<file path="src/rtl/mem_port_arbiter.sv">
// mem_port_arbiter
//   Shares one single-port synchronous SRAM between instruction fetch (IF)
//   and the execute-stage load/store port (EX). One requester is granted
//   per cycle. The grant is combinational in the request cycle. Read data
//   comes back one cycle later and is routed by a registered owner tag.
//
//   Build option: define VENUS_ARB_RR_EN to arbitrate contention with a
//   1-bit round-robin pointer. Without it, EX has fixed priority and IF is
//   protected from starvation by a saturating wait counter. After MAX_WAIT
//   consecutive denied cycles, IF wins the next contended cycle.

module mem_port_arbiter #(
  parameter int ADDR     = 16,
  parameter int W_DATA   = 32,
  parameter int MAX_WAIT = 4
) (
  input  logic              clk,
  input  logic              reset,
  // fetch port
  input  logic              if_req_i,
  input  logic [ADDR-1:0]   if_addr_i,
  output logic              if_gnt_o,
  output logic              if_rvalid_o,
  output logic [W_DATA-1:0] if_rdata_o,
  // execute load/store port
  input  logic              ex_req_i,
  input  logic              ex_we_i,
  input  logic [ADDR-1:0]   ex_addr_i,
  input  logic [W_DATA-1:0] ex_wdata_i,
  output logic              ex_gnt_o,
  output logic              ex_rvalid_o,
  output logic [W_DATA-1:0] ex_rdata_o,
  output logic              ex_stall_o,
  // memory macro
  output logic              mem_en_o,
  output logic              mem_we_o,
  output logic [ADDR-1:0]   mem_addr_o,
  output logic [W_DATA-1:0] mem_wdata_o,
  input  logic [W_DATA-1:0] mem_rdata_i
);

  // Owner tag encoding for the read return path
  localparam logic OWNER_IF = 1'b0;
  localparam logic OWNER_EX = 1'b1;

  logic w_if_gnt;
  logic w_ex_gnt;
  logic w_contended;

  // A read is outstanding and returns this cycle to r_owner
  logic r_rvalid;
  logic r_owner;

`ifdef VENUS_ARB_RR_EN
  // 1 = IF preferred on the next contended cycle, 0 = EX preferred
  logic r_rr_ptr;
  logic w_rr_ptr_nxt;
`else
  localparam int          W_CNT   = 4;
  localparam logic [W_CNT-1:0] LP_MAX = W_CNT'(MAX_WAIT);

  logic [W_CNT-1:0] r_wait_cnt;
  logic [W_CNT-1:0] w_wait_cnt_nxt;
  logic             w_if_starved;
`endif

  assign w_contended = if_req_i & ex_req_i;

`ifdef VENUS_ARB_RR_EN
  // Round-robin pointer: after a contended grant it points at the loser
  always_comb begin
    w_rr_ptr_nxt = r_rr_ptr;
    if (w_contended && reset) begin
      w_rr_ptr_nxt = w_ex_gnt;
    end else begin
      w_rr_ptr_nxt = r_rr_ptr;
    end
  end

  // Round-robin pointer register
  always_ff @(posedge clk or negedge reset) begin
    if (!reset) begin
      r_rr_ptr <= 1'b0;
    end else begin
      r_rr_ptr <= w_rr_ptr_nxt;
    end
  end
`else
  assign w_if_starved = (r_wait_cnt == LP_MAX);

  // Wait counter: count denied IF cycles, saturate, clear when IF is served or idle
  always_comb begin
    w_wait_cnt_nxt = '0;
    if (if_req_i && !w_if_gnt) begin
      if (w_if_starved) begin
        w_wait_cnt_nxt = r_wait_cnt;
      end else begin
        w_wait_cnt_nxt = r_wait_cnt + W_CNT'(1);
      end
    end else begin
      w_wait_cnt_nxt = '0;
    end
  end

  // Wait counter register
  always_ff @(posedge clk or negedge reset) begin
    if (!reset) begin
      r_wait_cnt <= '0;
    end else begin
      r_wait_cnt <= w_wait_cnt_nxt;
    end
  end
`endif

  // Grant selection: at most one grant, none while reset is held
  always_comb begin
    w_if_gnt = 1'b0;
    w_ex_gnt = 1'b0;
    if (!reset) begin
      w_if_gnt = 1'b0;
      w_ex_gnt = 1'b0;
    end else if (w_contended) begin
`ifdef VENUS_ARB_RR_EN
      if (r_rr_ptr) begin
        w_if_gnt = 1'b1;
      end else begin
        w_ex_gnt = 1'b1;
      end
`else
      if (w_if_starved) begin
        w_if_gnt = 1'b1;
      end else begin
        w_ex_gnt = 1'b1;
      end
`endif
    end else if (if_req_i) begin
      w_if_gnt = 1'b1;
    end else if (ex_req_i) begin
      w_ex_gnt = 1'b1;
    end else begin
      w_if_gnt = 1'b0;
      w_ex_gnt = 1'b0;
    end
  end

  // Memory command mux: the granted requester drives the macro, idle is all zero
  always_comb begin
    mem_en_o    = 1'b0;
    mem_we_o    = 1'b0;
    mem_addr_o  = '0;
    mem_wdata_o = '0;
    if (w_ex_gnt) begin
      mem_en_o    = 1'b1;
      mem_we_o    = ex_we_i;
      mem_addr_o  = ex_addr_i;
      mem_wdata_o = ex_wdata_i;
    end else if (w_if_gnt) begin
      mem_en_o    = 1'b1;
      mem_we_o    = 1'b0;
      mem_addr_o  = if_addr_i;
      mem_wdata_o = '0;
    end else begin
      mem_en_o    = 1'b0;
      mem_we_o    = 1'b0;
      mem_addr_o  = '0;
      mem_wdata_o = '0;
    end
  end

  // Read return tag: remember who issued a read; stores and idle cycles clear it
  always_ff @(posedge clk or negedge reset) begin
    if (!reset) begin
      r_rvalid <= 1'b0;
      r_owner  <= OWNER_IF;
    end else if (w_ex_gnt) begin
      r_rvalid <= ~ex_we_i;
      r_owner  <= OWNER_EX;
    end else if (w_if_gnt) begin
      r_rvalid <= 1'b1;
      r_owner  <= OWNER_IF;
    end else begin
      r_rvalid <= 1'b0;
      r_owner  <= r_owner;
    end
  end

  // Read data routing: only the tagged owner sees data, the other side reads zero
  always_comb begin
    if_rvalid_o = 1'b0;
    ex_rvalid_o = 1'b0;
    if_rdata_o  = '0;
    ex_rdata_o  = '0;
    if (reset && r_rvalid) begin
      case (r_owner)
        OWNER_IF: begin
          if_rvalid_o = 1'b1;
          if_rdata_o  = mem_rdata_i;
        end
        OWNER_EX: begin
          ex_rvalid_o = 1'b1;
          ex_rdata_o  = mem_rdata_i;
        end
        default: begin
          if_rvalid_o = 1'b0;
          ex_rvalid_o = 1'b0;
        end
      endcase
    end else begin
      if_rvalid_o = 1'b0;
      ex_rvalid_o = 1'b0;
    end
  end

  assign if_gnt_o   = w_if_gnt;
  assign ex_gnt_o   = w_ex_gnt;
  assign ex_stall_o = reset & ex_req_i & ~w_ex_gnt;

endmodule

</file>
<file path="config.mk">
export PLATFORM = sky130hd
export DESIGN_NAME = mem_port_arbiter
export DESIGN_NICKNAME = d
export VERILOG_FILES = /design/src/rtl/mem_port_arbiter.sv
export SDC_FILE = /design/constraint.sdc
export NUM_CORES = 1
export LEC_CHECK = 0
export BUFFER_PORTS_ARGS = -buffer_cell sky130_fd_sc_hd__buf_2
export CAP_MARGIN = 20
export CORE_AREA = 2 2 84 86
export DETAILED_ROUTE_END_ITERATION = 16
export DIE_AREA = 0 0 86 88
export PLACE_DENSITY = 0.58
export SLEW_MARGIN = 40
export SYNTH_ARGS = -nofsm -noshare
export SYNTH_HDL_FRONTEND = slang
export SYNTH_SLANG_ARGS = --single-unit
</file>
<file path="constraint.sdc">
create_clock -name clk -period 2.35 [get_ports clk]
set_input_delay 0.47 -clock clk [delete_from_list [all_inputs] [get_ports clk]]
set_output_delay 0.47 -clock clk [all_outputs]
set_load 0.02 [all_outputs]
</file>
==> results of run 1 <==
==> cells in the final DEF (no fill, tap or decap), types with 2 or more instances in the layout <==
cell	instances
buf_2	217
clkbuf_16	2
and2_1	96
xor2_1	2
inv_2	2
nand2_1	4
a21oi_4	2
nand3_1	4
dfrtp_1	6
buf_4	6
buf_6	4
nor2_1	4
a22o_2	2
a22o_1	14
clkbuf_8	3
buf_12	4
o21ai_0	2
==> cell type report <==
type,count,share of cell area [%]
clock buffer,3,1.592
multi-input combinational,143,37.96
tap,80,3.859
sequential,6,5.789
inverter,3,0.4342
timing repair buffer,233,50.36
==> power groups by stage <==
| stage | Clock, mW | Combinational (mW) | Sequential (mW) |
|---|---|---|---|
| 2_1_floorplan | 0 | 0.223 | 0.119 |
| 3_3_place_gp | 0 | 0.387 | 0.120 |
| 3_5_place_dp | 0 | 0.391 | 0.121 |
| 4_1_cts | 0.163 | 0.398 | 0.120 |
| 5_1_grt | 0.167 | 0.466 | 0.122 |
| 6_report | 0.160 | 0.428 | 0.120 |
==> logic make-up after synthesis <==
| kind of cell | after synthesis | synth area share [%] |
|---|---|---|
| adder cells (fa/ha/maj) | 2 | 2.028 |
| AND/OR/NAND/NOR | 115 | 57.91 |
| XOR/XNOR | 2 | 1.420 |
| flip-flops | 6 | 12.17 |
| buffers and inverters | 17 | 9.228 |
| AO/OA/AOI/OAI | 24 | 17.24 |
==> routing by layer <==
metal | GRT usage [%] | wire length [um] | up-vias
li1 | - | - | 983
met2 | 25.16 | 2880 | 135
met4 | 3.463 | 69 | 0
met1 | 13.96 | 2181 | 840
met3 | 2.356 | 614 | 7
met5 | 0 | 0 | -
==> worst max-delay path: stages, from the launching register on <==
cell       delay [ns]
dfrtp_1          0.41
inv_2            0.09
ha_4             0.12
and3b_4          0.21
a21oi_4          0.07
buf_12           0.14
clkbuf_16        0.15
a22o_2           0.26
buf_6            0.13
==> cells in the mapped netlist (2+ instances only) <==
cell type  number
and2_1         97
a22o_1         14
buf_6           6
dfrtp_1         6
buf_2           4
clkbuf_1        4
nand2_1         4
nand3_1         4
nor2_1          4
inv_1           3
a21oi_4         2
a22o_2          2
ha_1            2
o21ai_0         2
xor2_1          2
==> metrics by stage <==
stage	hold WS [ns]	setup WS, ns	instance area [um^2]
5_1_grt	0.09903	-0.02004	2594
3_3_place_gp	0.3265	0.2750	2390
2_1_floorplan	0.1744	0.3599	1234
4_1_cts	0.08805	0.01224	2464
3_5_place_dp	0.3294	0.2245	2390
6_report	0.08355	0.06062	2594
==> registers in the layout, summed over array words and instances, names as in the netlist <==
signal and cells:
r_owner 1, r_wait_cnt 4, r_rvalid 1
==> timing repair <==
item / in CTS / in global routing
pin swaps: 1 / 2
endpoints found under the setup margin: 13 / 49
cloned: 0 / 4
buffers inserted: 2 / 4
resized for setup: 2 / 7
==> worst max-delay path by stage <==
stage               cells after the start  slack [ns]                 startpoint               to
detailed placement                      7        0.22  r_wait_cnt[0]$_DFFE_PN0P_  mem_wdata_o[28]
global route                            8       -0.02  r_wait_cnt[0]$_DFFE_PN0P_   mem_addr_o[15]
CTS                                     7        0.01  r_wait_cnt[0]$_DFFE_PN0P_  mem_wdata_o[30]
floorplan                               6        0.36  r_wait_cnt[0]$_DFFE_PN0P_  mem_wdata_o[24]
finish                                  8        0.06  r_wait_cnt[0]$_DFFE_PN0P_   mem_addr_o[15]
global placement                        7        0.27  r_wait_cnt[0]$_DFFE_PN0P_  mem_wdata_o[28]
==> impl_metrics.yaml, run 1 <==
setup_path:
  reg2reg_slack_ns: 0.85
  endpoint_kind: "primary output"
  critical_path_class: "reg -> out"
  crit_path_start_kind: "register"
  reg2reg_to: "r_rvalid$_DFF_PN0_"
  required_ns: 1.88
  worst-path-max-fanout: 10
  r2r_cells: 7
  r2r-start: "r_wait_cnt[0]$_DFFE_PN0P_"
  crit_arrival_ns: 1.82
timing:
  setup_viol: 0
  fmax_ghz: 0.4368
  finalCriticalPeriod_ns: 2.289
  hold_viol: 0
  setup_tns_ns: 0
  period_share_pct: 97.42
  worstMarginPinSlew_ns: 0.4335
  maxSlewViolCount: 0
  fin_skew_ns: 0.001848
  slew-limit-headroom_pct: 70.79
clock_network:
  clock-root-buffer: "clkbuf_8"
  insertion_delay_ns: 0.23
  clock_path_buffers: 2
  cts.sinks: 6
  cts_tree: "done"
  cts_buffers: 3
  h-tree-depth: 1
  hold_buffers: 0
  clk_pin_slew_ns: 0.04
synthesis:
  synth.avg_cell_area_um2: 7.432
  ys_types: 25
  synth_seq_cells: 6
  synth-seq-area-share_pct: 12.17
  synth_top_cells_by_area: "and2_1, dfrtp_1, a22o_1"
  netlist_instances: 166
  synth_fp_nets: 269
  synth_top_area_share_pct: 49.19
  synth-edff-count: 0
  async_flop_share_pct: 100.0
  netlist_area_um2: 1234
  synth_warnings: 0
  synth_top_cell_by_area: "and2_1"
  synth-main-ff-cell: "dfrtp_1"
cells_and_area:
  final_cells: 468
  area_growth_pct: 110.2
  finalCoreUtilization_pct: 39.04
  drive_gt1_share_pct: 63.40
  layout.nets: 493
  multi_input_area_um2: 984.7
  ff_latch_area_um2: 150.1
  fillers: 716
  n_antenna_cell: 0
global_routing:
  first_global_vias: 1737
  grt_util_all_layers_pct: 12.81
  grt_pass1_wl_um: 7817
  grt.overflow.total: 0
  grt_max_degree: 43
  antenna_found_initial: 0
route:
  wire_per_inst_um: 12.28
  vias: 1965
  dr.pass1.iters: 4
  vias_per_cell: 4.199
  routed_wl_um: 5745
  drt-initial-drc-count: 17
  drtAntennaViolNets: 0
  drc: 0
power_and_ir_drop:
  power.density_nw_per_um2: 272.9
  leakagePower_nw: 1.679
  pwr-share-seq_pct: 17.0
  swShare_pct: 40.05
  ir_worst_vdd_v: 0.0002125
  pwr-share-comb_pct: 60.5
  power_mw: 0.7079
  p_sw_mw: 0.2835
  clockPowerShare_pct: 22.6
  internal_power_mw: 0.4243
floorplanning:
  io_pins: 220
  die_y_um: 88
  placeableCoreArea_um2: 6644
  initial_core_util_pct: 18.57
  fp-row-count: 30
  die_w_um: 86
  dieArea_um2: 7568
hold_path:
  hold_class: "in -> async"
status:
  status: "completed"
flow_run:
  drv_cap: 0
place:
  dp.cells: 456
  portBuffers: 219
  dp_hpwl_um: 4673
  gp_congestion: 0.8710
Note: power is estimated with default switching activity, not from simulation.
==> run 2: changes to the inputs <==
- CORE_AREA: 2 2 84 86 -> 2 2 85 87
- CTS_BUF_LIST: default -> sky130_fd_sc_hd__clkbuf_4
- DIE_AREA: 0 0 86 88 -> 0 0 87 89
- PLACE_DENSITY: 0.58 -> 0.57
==> run 2 against run 1 <==
  * Die area is 2.3% higher
  * Cell count is 0.21% higher
  * Routed wire length is 1.9% higher
  * Via count is 0.51% higher
  * Global-route usage is 0.91 points lower
  * Clock power is 43% lower
  * Cell area is 2.3% higher
  * Core utilization is 0.46 points higher
  * Count of clock-buffer cells in the layout stayed put
  * Combinational power is 4.7% higher
  * First-iteration DRC count grew to 2.5 times the previous value
  * Sequential cell count stayed put
  * Critical endpoint is now mem_addr_o[7]
==> impl_metrics.yaml, run 2 (synthesized netlist as in run 1, its figures left out) <==
route:
  routed.top_layer: "met4"
  drc: 0
  met2WireLength_um: 3284
  drt-met1-wl_um: 2104
  dr.pass1.iters: 4
  vias_per_cell: 4.211
  routed_wl_um: 5854
  wire_per_inst_um: 12.48
  drtAntennaViolNets: 0
  drt-initial-drc-count: 43
  vias: 1975
  wl_met3_um: 428
cells_and_area:
  drive_gt1_share_pct: 63.24
  area_growth_pct: 115.1
  n_antenna_cell: 0
  most-common-layout-cells: "buf_2, and2_1, a22o_1"
  largest_reg_flops: 4
  layout.nets: 494
  top_register: "r_wait_cnt"
  final_cell_area_um2: 2654
  top_regs: "r_wait_cnt (4), r_owner (1), r_rvalid (1)"
  finalCoreUtilization_pct: 39.50
  final_cells: 469
  layout_commonest_cell: "buf_2"
setup_path:
  endpoint_kind: "primary output"
  critical_path_class: "reg -> out"
  crit_end: "mem_addr_o[7]"
  crit_arrival_ns: 1.82
  reg2reg_to: "r_owner$_DFFE_PN0P_"
  required_ns: 1.88
  r2r-start: "r_wait_cnt[0]$_DFFE_PN0P_"
  r2r_cells: 7
  crit_path_start: "r_wait_cnt[0]$_DFFE_PN0P_"
  reg2reg_slack_ns: 0.89
  crit_path_start_kind: "register"
  worst-path-max-fanout: 8
floorplanning:
  initial_core_util_pct: 18.36
  placeableCoreArea_um2: 6719
  dieArea_um2: 7743
  die_y_um: 89
  fp-row-count: 30
  io_pins: 220
  die_w_um: 87
timing:
  fin_skew_ns: 0.003218
  rsz0062_at_grt: "yes"
  slew-limit-headroom_pct: 73.24
  hold_ws_ns: 0.07460
  maxSlewViolCount: 0
  hold_viol: 0
  finalCriticalPeriod_ns: 2.291
  fmax_ghz: 0.4364
  setup_tns_ns: 0
  setup_viol: 0
  worstMarginPinSlew_ns: 0.3973
  period_share_pct: 97.51
clock_network:
  h-tree-depth: 1
  cts_tree: "done"
  hold_buffers: 0
  cts_buffers: 3
  clk_pin_slew_ns: 0.04
  insertion_delay_ns: 0.24
  clock_path_buffers: 2
  clock-root-buffer: "clkbuf_4"
  cts.sinks: 6
place:
  dp_hpwl_um: 4714
  dp.cells: 457
  gp_congestion: 0.8282
  placed_area_um2: 2372
  portBuffers: 219
power_and_ir_drop:
  ir_worst_vdd_v: 0.0001878
  leakagePower_nw: 1.695
  power.density_nw_per_um2: 248.6
global_routing:
  grt.overflow.total: 0
  antenna_found_initial: 0
  grt_max_degree: 34
  grt_pass1_wl_um: 7445
  first_global_vias: 1700
  grt_util_all_layers_pct: 11.90
hold_path:
  hold_class: "in -> async"
status:
  status: "completed"
flow_run:
  drv_cap: 0
## run 2: changes by cell type in the layout (fill, tap and decap cells not counted), sizes merged
cell and delta:
buf +1
## run 2: layout make-up
class                           instances  area (um^2)
Multi-Input combinational cell        143        997.2
Fill cell                             699         4065
Timing Repair Buffer                  234         1373
Tap cell                               80        100.1
Inverter                                3        11.26
Sequential cell                         6        150.1
Clock buffer                            3        22.52
## run 2: routing by layer
layer  up-vias  GRT usage [%]
li1        985              -
met1       881          12.31
met2       107          24.22
met3         2          2.031
met4         0          3.409
met5         -              0
## run 2: worst min-delay path by stage
stage,startpoint,endpoint
floorplan,reset,r_owner$_DFFE_PN0P_
global placement,reset,r_wait_cnt[3]$_DFFE_PN0P_
detailed placement,reset,r_owner$_DFFE_PN0P_
CTS,reset,r_rvalid$_DFF_PN0_
global route,reset,r_owner$_DFFE_PN0P_
finish,reset,r_rvalid$_DFF_PN0_
## run 2: critical path: stages, from the launching register on
cell	delay, ns
dfrtp_1	0.41
inv_2	0.09
ha_4	0.15
and3b_4	0.21
a21oi_4	0.06
buf_12	0.14
clkbuf_16	0.15
a22o_1	0.24
buf_6	0.13
## run 2: through the flow
stage	worst slack (ns)	power [mW]
4_1_cts	0.01197	0.6098
5_1_grt	-0.01093	0.7127
6_report	0.05853	0.6597
2_1_floorplan	0.3599	0.3419
3_3_place_gp	0.2337	0.5017
3_5_place_dp	0.1878	0.5072
## run 2: report_power, final
part           switching (mW)  internal [mW]
Combinational           0.231          0.218
Sequential            0.00823          0.112
Clock                  0.0338         0.0575
Total                   0.273          0.387
## run 2: repair_timing
| item | 4_1_cts | 5_1_grt |
|---|---|---|
| setup endpoints to repair | 31 | 49 |
| gates resized for setup | 2 | 34 |
| gates cloned | 0 | 3 |
| pin swaps | 1 | 8 |
| setup buffers | 2 | 5 |
==> run 3: changes to the inputs <==
- PLACE_DENSITY: 0.57 -> 0.59
==> run 3 against run 2 <==
  * Count of clock-buffer cells in the layout is the same
  * Sequential power is essentially flat
  * Core utilization shrank 3.1 points
  * Routed wire length shrank 4.6%
  * Maximum frequency grew 1.3%
  * Highest routed layer unchanged
  * Sequential cell count is the same
  * Cell area shrank 7.8%
==> impl_metrics.yaml, run 3 (synthesized netlist as in run 1, its figures left out) <==
place:
  dp_hpwl_um: 4704
  place_ws_ns: 0.2233
  portBuffers: 219
  gp_congestion: 0.7654
  dp.cells: 455
clock_network:
  cts.sinks: 6
  hold_buffers: 0
  cts_tree: "done"
  clk_pin_slew_ns: 0.04
  cts_buffers: 3
  clock_path_buffers: 2
  insertion_delay_ns: 0.24
  h-tree-depth: 1
  clock-root-buffer: "clkbuf_4"
timing:
  hold_viol: 0
  fin_ws_ns: 0.08712
  period_share_pct: 96.29
  fin_skew_ns: 0.002237
  fmax_ghz: 0.4419
  setup_viol: 0
  slew-limit-headroom_pct: 79.54
  worstMarginPinSlew_ns: 0.3037
  finalCriticalPeriod_ns: 2.263
  rsz0062_at_grt: "yes"
  hold_ws_ns: 0.09591
  maxSlewViolCount: 0
setup_path:
  required_ns: 1.88
  endpoint_kind: "primary output"
  slowest_stage: "dfrtp_1"
  reg2reg_slack_ns: 0.91
  crit_path_start_kind: "register"
  crit_arrival_ns: 1.79
  critical_path_class: "reg -> out"
  r2r_cells: 6
  worst-path-max-fanout: 26
  critical-path-max-stage-delay_ns: 0.38
  reg2reg_to: "r_rvalid$_DFF_PN0_"
  crit_path_start: "r_wait_cnt[1]$_DFFE_PN0P_"
  path_cells: "inv_2, ha_4, and3b_4, a21oi_4, buf_12, a22o_1, buf_4"
  r2r-start: "r_wait_cnt[1]$_DFFE_PN0P_"
floorplanning:
  die_y_um: 89
  dieArea_um2: 7743
  die_w_um: 87
  placeableCoreArea_um2: 6719
  fp-row-count: 30
  initial_core_util_pct: 18.36
  io_pins: 220
cells_and_area:
  n_antenna_cell: 0
  layout.nets: 485
  top_register: "r_wait_cnt"
  largest_reg_flops: 4
  most-common-layout-cells: "buf_2, and2_1, a22o_1"
  final_cells: 460
  drive_gt1_share_pct: 62.37
  top_regs: "r_wait_cnt (4), r_owner (1), r_rvalid (1)"
  area_growth_pct: 98.38
  layout_commonest_cell: "buf_2"
  finalCoreUtilization_pct: 36.42
global_routing:
  grt_pass1_wl_um: 7590
  grt_max_degree: 34
  grt_util_all_layers_pct: 12.31
  grt.overflow.total: 0
  first_global_vias: 1640
  antenna_found_initial: 0
hold_path:
  hold_class: "in -> async"
flow_run:
  drv_cap: 0
status:
  status: "completed"
route:
  dr.pass1.iters: 4
  vias: 1913
  drtAntennaViolNets: 0
  wire_per_inst_um: 12.13
  vias_per_cell: 4.159
  drc: 0
  routed_wl_um: 5582
  drt-initial-drc-count: 16
power_and_ir_drop:
  leakagePower_nw: 1.607
  ir_worst_vdd_v: 0.0001350
  power.density_nw_per_um2: 251.6
## run 3: cell count changes in the layout (fill, tap and decap cells not counted), sizes merged
cell and change:
buf -7, clkbuf -2
## run 3: how the worst max path moves through the flow
| stage | to | slack [ns] | cells past startpoint |
|---|---|---|---|
| final | mem_addr_o[2] | 0.09 | 7 |
| after global routing | mem_addr_o[2] | -0.001 | 7 |
| after CTS | mem_addr_o[12] | 0.004 | 8 |
| after detailed placement | mem_addr_o[2] | 0.22 | 7 |
| after global placement | mem_addr_o[2] | 0.25 | 7 |
| after floorplan | mem_wdata_o[24] | 0.36 | 6 |
## run 3: metrics by stage
stage	power [mW]	TNS (ns)	cell area, um^2
after floorplan	0.3419	0	1234
after global placement	0.5051	0	2370
after detailed placement	0.5094	0	2370
after CTS	0.6238	0	2450
after global routing	0.6610	-0.001348	2447
final	0.6158	0	2447
## run 3: repair_timing
action,in CTS,in global routing
endpoints found under the hold margin,0,0
endpoints found under the setup margin,2,29
gates cloned,1,0
setup buffers,2,0
resized for setup,2,9
pin swaps,1,1
## run 3: critical path, delay by kind of cell (launching register included)
kind,cells,cell delay (ns)
buf+inv,3,0.41
compound gates,2,0.40
flops,1,0.38
simple gates,1,0.20
fa+ha+maj,1,0.17
## run 3: layer usage
layer | wire length [um] | global-route usage (%) | vias up
met5 | 0 | 0 | -
met4 | 34 | 2.131 | 0
met3 | 707 | 4.155 | 4
met2 | 2845 | 24.50 | 132
met1 | 1995 | 12.49 | 809
li1 | - | - | 968
## run 3: power breakdown
part           leakage (nW)  switching [mW]  total (mW)  internal [mW]
clock                0.0138          0.0346      0.0922         0.0576
sequential           0.0784         0.00753       0.119          0.112
combinational          1.52           0.222       0.404          0.182
## run 3: layout make-up
cell class                 instances  area [um^2]
clock buffer                       3        22.52
fill                             725         4272
inverter                           3        11.26
multi-input combinational        143        982.2
sequential                         6        150.1
tap                               80        100.1
timing repair buffer             225         1181
